File: config.mk
export PLATFORM = sky130hd
export DESIGN_NAME = id_ex_stage
export DESIGN_NICKNAME = d
export VERILOG_FILES = /design/src/rtl/id_ex_stage.sv
export SDC_FILE = /design/constraint.sdc
export NUM_CORES = 1
export LEC_CHECK = 0
export CAP_MARGIN = 10
export CORE_ASPECT_RATIO = 1.25
export CORE_UTILIZATION = 55
export CTS_CLUSTER_SIZE = 10
export DETAILED_ROUTE_END_ITERATION = 8
export PLACE_DENSITY = 0.83
export RECOVER_POWER = 50
export SYNTH_ARGS = -nofsm -noshare
export SYNTH_HDL_FRONTEND = slang
export SYNTH_SLANG_ARGS = --single-unit
File: constraint.sdc
create_clock -name clk -period 3.5 [get_ports clk]
set_clock_uncertainty 0.05 [all_clocks]
set_input_delay 0.35 -clock clk [delete_from_list [all_inputs] [get_ports clk]]
set_output_delay 0.35 -clock clk [all_outputs]
set_load 0.02 [all_outputs]
File: src/rtl/id_ex_stage.sv
// rtl/id_ex_stage.sv - decode stage with 16x16 register file, load-use stall and ID/EX buffer; define REGFILE_BYPASS_EN for write-through reads
module id_ex_stage #(
    parameter int DATA_W   = 16,
    parameter int RF_DEPTH = 16
) (
    input  logic              clk,
    input  logic              rst,
    input  logic              flush,
    input  logic              nop_in,
    input  logic [15:0]       inst_in,
    input  logic [15:0]       pc_in,
    input  logic              wb_en,
    input  logic [3:0]        wb_addr,
    input  logic [DATA_W-1:0] wb_data,
    output logic              stall,
    output logic              valid_out,
    output logic [15:0]       pc_out,
    output logic [DATA_W-1:0] rs_data,
    output logic [DATA_W-1:0] rt_data,
    output logic [DATA_W-1:0] imm_out,
    output logic [3:0]        rd_addr,
    output logic [3:0]        rs_addr,
    output logic [3:0]        rt_addr,
    output logic [3:0]        alu_fn,
    output logic              reg_write,
    output logic              mem_read,
    output logic              mem_write,
    output logic              br_eq,
    output logic              br_ne,
    output logic              illegal
);

    localparam logic [3:0] OP_RTYPE = 4'h0;
    localparam logic [3:0] OP_LW    = 4'h8;
    localparam logic [3:0] OP_SW    = 4'hB;
    localparam logic [3:0] OP_BEQ   = 4'h4;
    localparam logic [3:0] OP_BNE   = 4'h5;
    localparam logic [3:0] OP_NOP   = 4'hF;

    // Register file storage; entry 0 is never written so it stays 0
    logic [DATA_W-1:0] rf_q [RF_DEPTH];
    logic [DATA_W-1:0] rf_d [RF_DEPTH];

    // ID/EX buffer
    logic              valid_q,     valid_d;
    logic [15:0]       pc_q,        pc_d;
    logic [DATA_W-1:0] rs_data_q,   rs_data_d;
    logic [DATA_W-1:0] rt_data_q,   rt_data_d;
    logic [DATA_W-1:0] imm_q,       imm_d;
    logic [3:0]        rd_addr_q,   rd_addr_d;
    logic [3:0]        rs_addr_q,   rs_addr_d;
    logic [3:0]        rt_addr_q,   rt_addr_d;
    logic [3:0]        alu_fn_q,    alu_fn_d;
    logic              reg_write_q, reg_write_d;
    logic              mem_read_q,  mem_read_d;
    logic              mem_write_q, mem_write_d;
    logic              br_eq_q,     br_eq_d;
    logic              br_ne_q,     br_ne_d;
    logic              illegal_q,   illegal_d;

    // Decoded fields of the instruction sitting in IF/ID
    logic [3:0]        op;
    logic [3:0]        rs_a;
    logic [3:0]        rt_a;
    logic              dec_reg_write;
    logic              dec_mem_read;
    logic              dec_mem_write;
    logic              dec_br_eq;
    logic              dec_br_ne;
    logic              dec_illegal;
    logic              dec_uses_rt;
    logic [3:0]        dec_alu_fn;
    logic [DATA_W-1:0] rs_rd;
    logic [DATA_W-1:0] rt_rd;
    logic              rs_hit;
    logic              rt_hit;
    logic              stall_c;
    logic              load;

    assign op   = inst_in[15:12];
    assign rs_a = inst_in[11:8];
    assign rt_a = inst_in[7:4];

    // Opcode decode into control bits; unknown opcodes are flagged illegal but still issue
    always_comb begin
        dec_reg_write = 1'b0;
        dec_mem_read  = 1'b0;
        dec_mem_write = 1'b0;
        dec_br_eq     = 1'b0;
        dec_br_ne     = 1'b0;
        dec_illegal   = 1'b0;
        dec_uses_rt   = 1'b0;
        dec_alu_fn    = 4'h0;
        case (op)
            OP_RTYPE: begin
                dec_reg_write = 1'b1;
                dec_uses_rt   = 1'b1;
                dec_alu_fn    = inst_in[3:0];
            end
            OP_LW: begin
                dec_reg_write = 1'b1;
                dec_mem_read  = 1'b1;
            end
            OP_SW: begin
                dec_mem_write = 1'b1;
                dec_uses_rt   = 1'b1;
            end
            OP_BEQ: begin
                dec_br_eq     = 1'b1;
                dec_uses_rt   = 1'b1;
            end
            OP_BNE: begin
                dec_br_ne     = 1'b1;
                dec_uses_rt   = 1'b1;
            end
            OP_NOP: begin
                dec_uses_rt   = 1'b0;
            end
            default: begin
                dec_illegal   = 1'b1;
            end
        endcase
    end

    // Combinational operand reads; R0 is hard-wired to zero
    always_comb begin
        rs_rd = (rs_a == 4'h0) ? '0 : rf_q[rs_a];
        rt_rd = (rt_a == 4'h0) ? '0 : rf_q[rt_a];
`ifdef REGFILE_BYPASS_EN
        if (wb_en && (wb_addr != 4'h0) && (wb_addr == rs_a)) rs_rd = wb_data;
        if (wb_en && (wb_addr != 4'h0) && (wb_addr == rt_a)) rt_rd = wb_data;
`endif
    end

    // Load-use detection against the load now in ID/EX; clears as soon as valid_q drops
    always_comb begin
        rs_hit  = (rd_addr_q == rs_a);
        rt_hit  = dec_uses_rt & (rd_addr_q == rt_a);
        stall_c = valid_q & mem_read_q & (rd_addr_q != 4'h0) & (rs_hit | rt_hit)
                  & ~nop_in & ~flush;
    end

    assign stall = stall_c;

    // Writeback port update; writes to R0 are dropped
    always_comb begin
        rf_d = rf_q;
        if (wb_en && (wb_addr != 4'h0)) rf_d[wb_addr] = wb_data;
    end

    // Register file flops
    always_ff @(posedge clk or negedge rst) begin
        if (!rst) begin
            for (int i = 0; i < RF_DEPTH; i++) rf_q[i] <= '0;
        end else begin
            rf_q <= rf_d;
        end
    end

    // Next ID/EX contents: flush, stall and nop_in all insert an all-zero bubble
    always_comb begin
        load        = ~flush & ~stall_c & ~nop_in;
        valid_d     = 1'b0;
        pc_d        = '0;
        rs_data_d   = '0;
        rt_data_d   = '0;
        imm_d       = '0;
        rd_addr_d   = '0;
        rs_addr_d   = '0;
        rt_addr_d   = '0;
        alu_fn_d    = '0;
        reg_write_d = 1'b0;
        mem_read_d  = 1'b0;
        mem_write_d = 1'b0;
        br_eq_d     = 1'b0;
        br_ne_d     = 1'b0;
        illegal_d   = 1'b0;
        if (load) begin
            valid_d     = 1'b1;
            pc_d        = pc_in;
            rs_data_d   = rs_rd;
            rt_data_d   = rt_rd;
            imm_d       = {{(DATA_W-4){inst_in[3]}}, inst_in[3:0]};
            rd_addr_d   = inst_in[11:8];
            rs_addr_d   = rs_a;
            rt_addr_d   = rt_a;
            alu_fn_d    = dec_alu_fn;
            reg_write_d = dec_reg_write;
            mem_read_d  = dec_mem_read;
            mem_write_d = dec_mem_write;
            br_eq_d     = dec_br_eq;
            br_ne_d     = dec_br_ne;
            illegal_d   = dec_illegal;
        end
    end

    // ID/EX buffer flops
    always_ff @(posedge clk or negedge rst) begin
        if (!rst) begin
            valid_q     <= 1'b0;
            pc_q        <= '0;
            rs_data_q   <= '0;
            rt_data_q   <= '0;
            imm_q       <= '0;
            rd_addr_q   <= '0;
            rs_addr_q   <= '0;
            rt_addr_q   <= '0;
            alu_fn_q    <= '0;
            reg_write_q <= 1'b0;
            mem_read_q  <= 1'b0;
            mem_write_q <= 1'b0;
            br_eq_q     <= 1'b0;
            br_ne_q     <= 1'b0;
            illegal_q   <= 1'b0;
        end else begin
            valid_q     <= valid_d;
            pc_q        <= pc_d;
            rs_data_q   <= rs_data_d;
            rt_data_q   <= rt_data_d;
            imm_q       <= imm_d;
            rd_addr_q   <= rd_addr_d;
            rs_addr_q   <= rs_addr_d;
            rt_addr_q   <= rt_addr_d;
            alu_fn_q    <= alu_fn_d;
            reg_write_q <= reg_write_d;
            mem_read_q  <= mem_read_d;
            mem_write_q <= mem_write_d;
            br_eq_q     <= br_eq_d;
            br_ne_q     <= br_ne_d;
            illegal_q   <= illegal_d;
        end
    end

    assign valid_out = valid_q;
    assign pc_out    = pc_q;
    assign rs_data   = rs_data_q;
    assign rt_data   = rt_data_q;
    assign imm_out   = imm_q;
    assign rd_addr   = rd_addr_q;
    assign rs_addr   = rs_addr_q;
    assign rt_addr   = rt_addr_q;
    assign alu_fn    = alu_fn_q;
    assign reg_write = reg_write_q;
    assign mem_read  = mem_read_q;
    assign mem_write = mem_write_q;
    assign br_eq     = br_eq_q;
    assign br_ne     = br_ne_q;
    assign illegal   = illegal_q;

endmodule
==> flow_metrics.py, run 1 <==
metrics = {
    "yosys": {
        "ys_async_sr_fraction_pct": 100,
        "ys_types": 37,
        "synthMuxAreaShare_pct": 35.8,
        "avgSynthCellArea_sq_um": 15.6,
        "synth_top_family_by_area": "multiplexers",
        "synth_compound_area_share_pct": 4.37,
        "synth-seq-area-share_pct": 52.0,
        "synth_edf_count": 0,
        "syn_inst": 1010,
        "synth_seq_cells": 327,
        "syn_nets": 1067,
        "synth_top_flop_cell": "dfrtp_1",
        "synth_adder_area_share_pct": 0,
        "syn_area_sq_um": 15700,
        "yosysWarnings": 0,
        "yosys.area_share.simple_pct": 3.59,
        "synth_xor_area_share_pct": 0.445,
    },
    "min_path": {
        "min_path_type": "in2reg",
        "hold_start": "pc_in[5]",
        "worstHoldPathCells": 2,
        "hold_end": "pc_out[5]",
    },
    "clock_tree": {
        "cts_buffer_depth": 3,
        "cts_buffers": 38,
        "cts_root_buf": "clkbuf_16",
        "path_clk_slew_ns": 0.05,
        "cts_tree": "built",
        "cts.sinks": 327,
        "cts_resized": 0,
        "cts.htree.levels": 2,
        "clk_latency_ns": 0.53,
    },
    "critical_path": {
        "cp_slowest_cell": "clkdlybuf4s50_1",
        "startpoint_type": "register",
        "crit_chain": "xor2_1 -> nor4_2 -> a21oi_2 -> nor3_1 -> clkdlybuf4s50_1",
        "reg2reg_slack_ns": 1.30,
        "arrival_ns": 2.43,
        "worstSetupPathType": "reg2out",
        "crit_start": "rs_addr[2]",
        "critPathMaxFanout": 5,
        "cp_slowest_stage_delay_ns": 0.64,
        "cp-end-kind": "primary output",
        "critPathRequiredTime_ns": 3.10,
        "rr_worst_depth": 6,
        "r2r_end": "rt_data[6]",
        "r2r-start": "rs_addr[2]",
    },
    "grt": {
        "track_usage_pct": 28.5,
        "antenna_found_initial": 0,
        "grt-ovfl-total": 0,
        "grt_pass1_wl_mm": 61.9,
        "grt_max_degree": 86,
        "grt_pass1_vias": 10600,
    },
    "final_layout": {
        "nNetsFinal": 1176,
        "area_delta_synth_final_pct": 16.8,
        "drive_gt1_share_pct": 42.3,
    },
    "drt": {
        "drt_iter0_markers": 735,
        "via_per_inst": 6.66,
        "drc": 0,
        "dr.pass1.iters": 5,
        "wire_per_inst_um": 26.9,
        "ant_nets": 0,
        "via_count": 9815,
        "wl_mm": 39.6,
    },
    "placed_design": {
        "routabilityCongestion": 0.790,
        "dpl_worst_slack_ns": 0.747,
        "dp_hpwl_mm": 23.7,
        "port-buffer-count": 144,
    },
    "floorplan": {
        "die_h_um": 191,
        "die_area_sq_um": 29300,
        "start_util_pct": 56.4,
        "fp.dieW_um": 153,
        "rows": 68,
        "pin_count": 145,
        "core_sq_um": 27900,
    },
    "run_status": {
        "status": "finished, violations left",
        "failed_checks": "max-capacitance violations, max-slew violations",
    },
    "pwr": {
        "p_seq_share_pct": 47.4,
        "power_density_nw_per_um2": 571,
        "swShare_pct": 25.6,
        "pwr-share-clk_pct": 33.1,
        "leakage_nw": 7.68,
        "intPower_mw": 7.82,
        "power.total_mw": 10.5,
        "pwr-share-comb_pct": 19.5,
        "max-vdd-ir-drop_v": 0.000310,
        "power.switching_mw": 2.69,
    },
    "timing": {
        "fin_ws_ns": 0.666,
        "hold_viol": 0,
        "finalMaxSlewViolations": 101,
        "slew_headroom_pct": -50.1,
        "worst_pin_slew_ns": 2.25,
        "setup_viol": 0,
        "period_minus_slack_ns": 2.83,
        "rsz0062_at_grt": "no",
        "fmax_mhz": 353,
        "setup_tns_ns": 0,
        "fin_crit_sh_pct": 81.0,
    },
    "job": {
        "maxCapViolations": 2,
    },
}
## worst max-delay path by stage
stage,endpoint,cells after the start
final,stall,5
after global routing,pc_out[6],3
after CTS,stall,5
after detailed placement,stall,6
after global placement,stall,6
after floorplan,stall,4
## per-layer routing
metal | track usage [%] | part of all wire [%] | vias up
met3 | 5.17 | 7.3 | 114
li1 | - | - | 4020
met4 | 13.7 | 4.3 | 0
met2 | 48.8 | 52 | 509
met1 | 35.2 | 37 | 5172
met5 | 0 | 0 | -
## synthesized netlist by cell type, drive strengths merged, types with 2 or more instances
master / count / area share, %
nor3b: 2 / 0.13
and3: 3 / 0.12
xor2: 8 / 0.44
or3: 3 / 0.12
a211oi: 10 / 0.48
nor4: 2 / 0.16
and4b: 5 / 0.32
buf: 74 / 2.8
and2: 31 / 1.4
dfrtp: 327 / 52
clkbuf: 42 / 1.0
nor2b: 10 / 0.40
nand3b: 3 / 0.14
nor2: 16 / 0.38
nand2: 4 / 0.095
nor3: 2 / 0.064
mux2: 240 / 17
nand3: 2 / 0.064
mux4: 128 / 18
a22oi: 54 / 2.6
nand2b: 3 / 0.12
o211ai: 2 / 0.16
mux2i: 5 / 0.32
a21oi: 28 / 0.91
## per-stage QoR
step,std cells,area (sq um),hold slack (ns),util [%]
CTS,1473,18400,0.313,66.0
finish,1474,18400,0.328,65.9
detailed placement,1428,17400,0.333,62.3
global placement,1428,17400,0.326,62.3
global route,1473,18400,0.322,65.9
floorplan,1010,15700,0.00441,-
## registers in the layout (all words and copies together) (netlist names)
register	cells
imm_out	4
reg_write	1
valid_out	1
alu_fn	4
mem_read	1
rf_q	256
rs_data	16
br_ne	1
rs_addr	4
rt_addr	4
mem_write	1
illegal	1
br_eq	1
rt_data	16
pc_out	16
## final cells by class
type	count	area [sq um]
Sequential cell	327	8180
Antenna cell	1	2.50
Timing Repair Buffer	185	1760
Multi-Input combinational cell	567	6970
Fill cell	1903	9510
Tap cell	350	438
Clock buffer	44	1040
## power by group through the flow
stage          Combinational, mW  Sequential, mW  Clock [mW]
2_1_floorplan               1.50            4.89           0
3_3_place_gp                1.98            4.94           0
3_5_place_dp                2.05            5.01           0
4_1_cts                     2.06            4.96        3.53
5_1_grt                     2.19            5.07        3.68
6_report                    2.05            4.98        3.48
## kinds of logic after synthesis
logic type	count (synthesis)
xor+xnor	8
compound gates	98
flops	327
buf+inv	116
simple gates	88
mux	373
## what timing repair did
| item | in CTS | in global routing |
|---|---|---|
| hold buffers | 1 | 0 |
| hold endpoints to repair | 80 | 0 |
| setup buffers | 0 | 0 |
## layout by cell type (no fill, tap or decap), drive strengths merged, types with 2 or more instances in the layout
cell,instances
nor3b,2
and2,31
mux4,128
nor2b,10
mux2,240
mux2i,5
dlygate4sd3,2
a211oi,10
nor4,2
a21oi,28
clkbuf,47
clkdlybuf4s50,138
o211ai,2
and4b,5
nand2b,3
and3,3
nand3,2
dfrtp,327
nor2,16
nand3b,3
xor2,8
nand2,4
nor3,2
or3,3
buf,42
a22oi,54
## critical path, delay by kind of cell (launching register included)
kind / cells / cell delay (ns)
AOI/OAI and AO/OA: 1 / 0.13
buffers and inverters: 1 / 0.64
and+or+nand+nor: 2 / 0.47
xor gates and xnor gates: 1 / 0.20
DFF: 1 / 0.46
(Power assumes the default switching activity.)
==> run 2: changes to the inputs <==
==> constraint.sdc (replaced) <==
create_clock -name clk -period 2.75 [get_ports clk]
set_clock_uncertainty 0.05 [all_clocks]
set_input_delay 0.275 -clock clk [delete_from_list [all_inputs] [get_ports clk]]
set_output_delay 0.275 -clock clk [all_outputs]
set_load 0.02 [all_outputs]
==> flow_metrics.py, run 2 (synthesis gave the netlist of run 1 again) <==
metrics = {
    "run_status": {
        "status": "finished, violations left",
        "failed_checks": "max-capacitance violations, max-slew violations",
    },
    "timing": {
        "fin_crit_sh_pct": 89.0,
        "fmax_mhz": 409,
        "fin_hold_ws_ns": 0.242,
        "slew_headroom_pct": -5.01,
        "period_minus_slack_ns": 2.45,
        "rsz0062_at_grt": "no",
        "setup_tns_ns": 0,
        "setup_viol": 0,
        "hold_viol": 0,
        "finalMaxSlewViolations": 17,
        "worst_pin_slew_ns": 1.58,
    },
    "final_layout": {
        "seq_area_sq_um": 8180,
        "largest_reg_flops": 256,
        "drive_gt1_share_pct": 42.4,
        "top_register": "rf_q",
        "area_delta_synth_final_pct": 17.2,
        "multi_input_area_sq_um": 6970,
        "fill_cells": 1890,
        "final_common_cell": "dfrtp_1",
        "nNetsFinal": 1181,
        "final_cell_mix": "327 x dfrtp_1, 239 x mux2_2, 136 x clkdlybuf4s50_1",
        "final_area_sq_um": 18500,
        "fin_util_pct": 66.1,
    },
    "drt": {
        "drc": 0,
        "dr.pass1.iters": 5,
        "via_count": 9818,
        "wl_mm": 39.2,
        "ant_nets": 0,
        "drt_iter0_markers": 771,
        "via_per_inst": 6.64,
        "wire_per_inst_um": 26.5,
    },
    "critical_path": {
        "rr_worst_depth": 6,
        "cp-end-kind": "primary output",
        "startpoint_type": "register",
        "worstSetupPathType": "reg2out",
        "critPathRequiredTime_ns": 2.42,
        "critPathMaxFanout": 5,
        "arrival_ns": 2.12,
    },
    "grt": {
        "track_usage_pct": 28.0,
        "antenna_found_initial": 0,
        "grt-ovfl-total": 0,
        "grt_max_degree": 80,
        "grt_pass1_vias": 10500,
        "grt_pass1_wl_mm": 61.7,
    },
    "floorplan": {
        "fp.dieW_um": 153,
        "core_sq_um": 27900,
        "rows": 68,
        "start_util_pct": 56.4,
        "die_area_sq_um": 29300,
        "die_h_um": 191,
        "pin_count": 145,
    },
    "clock_tree": {
        "cts_setup_buffers": 0,
        "cts_buffer_depth": 3,
        "cts.sinks": 327,
        "cts_tree": "built",
        "path_clk_slew_ns": 0.06,
        "cts_root_buf": "clkbuf_16",
        "clk_latency_ns": 0.51,
        "cts_buffers": 38,
        "cts.htree.levels": 2,
    },
    "placed_design": {
        "routabilityCongestion": 0.766,
        "dpl_cell_area_sq_um": 17500,
        "port-buffer-count": 144,
        "dp_hpwl_mm": 23.1,
    },
    "pwr": {
        "power_density_nw_per_um2": 725,
        "intPower_mw": 9.96,
        "max-vdd-ir-drop_v": 0.000481,
        "p_seq_share_pct": 47.3,
        "swShare_pct": 25.6,
        "leakage_nw": 7.71,
        "pwr-share-clk_pct": 33.2,
        "pwr-share-comb_pct": 19.5,
        "power.switching_mw": 3.42,
    },
    "job": {
        "maxCapViolations": 1,
    },
    "min_path": {
        "min_path_type": "in2async",
    },
}
## run 2: changes by cell type in the layout (fill, tap and decap cells not counted)
cell             previous run  this run
buf_4                      38        32
clkbuf_2                    1         5
buf_12                      3         6
clkbuf_1                    5         8
clkdlybuf4s50_1           138       136
buf_8                       0         1
dlygate4sd2_1               0         1
dlygate4sd3_1               2         3
nor2_1                      9         8
nor2_2                      7         8
## run 2: layout make-up
type,count,area share [%]
diodes,1,0.0136
clock buffers,44,5.62
multi-input cells,567,37.8
flip-flops and latches,327,44.3
well taps,350,2.37
repair buffers,190,9.88
## run 2: per-stage QoR
step | std cells | power (mW) | setup WS [ns]
after floorplan | 1010 | 8.13 | 0.844
after global placement | 1433 | 8.83 | 0.141
after detailed placement | 1433 | 9.00 | 0.109
after CTS | 1478 | 13.4 | 0.268
after global routing | 1478 | 13.9 | 0.192
final | 1479 | 13.4 | 0.303
## run 2: power groups by stage
stage,logic [mW],registers [mW],clock network [mW]
2_1_floorplan,1.90,6.23,0
3_3_place_gp,2.54,6.29,0
3_5_place_dp,2.62,6.38,0
4_1_cts,2.65,6.30,4.49
5_1_grt,2.79,6.44,4.69
6_report,2.61,6.33,4.44
## run 2: worst max-delay path: stages (launching register included)
cell and delay, ns:
dfrtp_1 0.46, xor2_1 0.20, nor4_2 0.32, a21oi_2 0.14
nor3_1 0.14, dlygate4sd2_1 0.35
## run 2: per-layer routing
layer / wire length [um] / vias up / global-route usage [%]
met5: 0 / - / 0
met4: 1720 / 0 / 12.8
met3: 2560 / 97 / 5.17
met2: 19600 / 454 / 46.3
met1: 15300 / 5230 / 36.2
li1: - / 4037 / -
## run 2: worst paths after layout
path | end | from | slack (ns)
max | stall | rs_addr[2] | 0.30
min | rf_q[212] | rst | 0.24
max reg2reg | br_eq | rs_addr[2] | 0.86
min reg2reg | rf_q[250] | rf_q[250] | 0.34
max in group asynchronous | rf_q[195] | rst | 0.61
min in group clk | pc_out[13] | pc_in[13] | 0.28
## run 2: timing repair
item | 4_1_cts | 5_1_grt
hold buffers | 1 | 0
gates resized for setup | 1 | 0
setup endpoints to repair | 1 | 0
hold endpoints to repair | 73 | 0
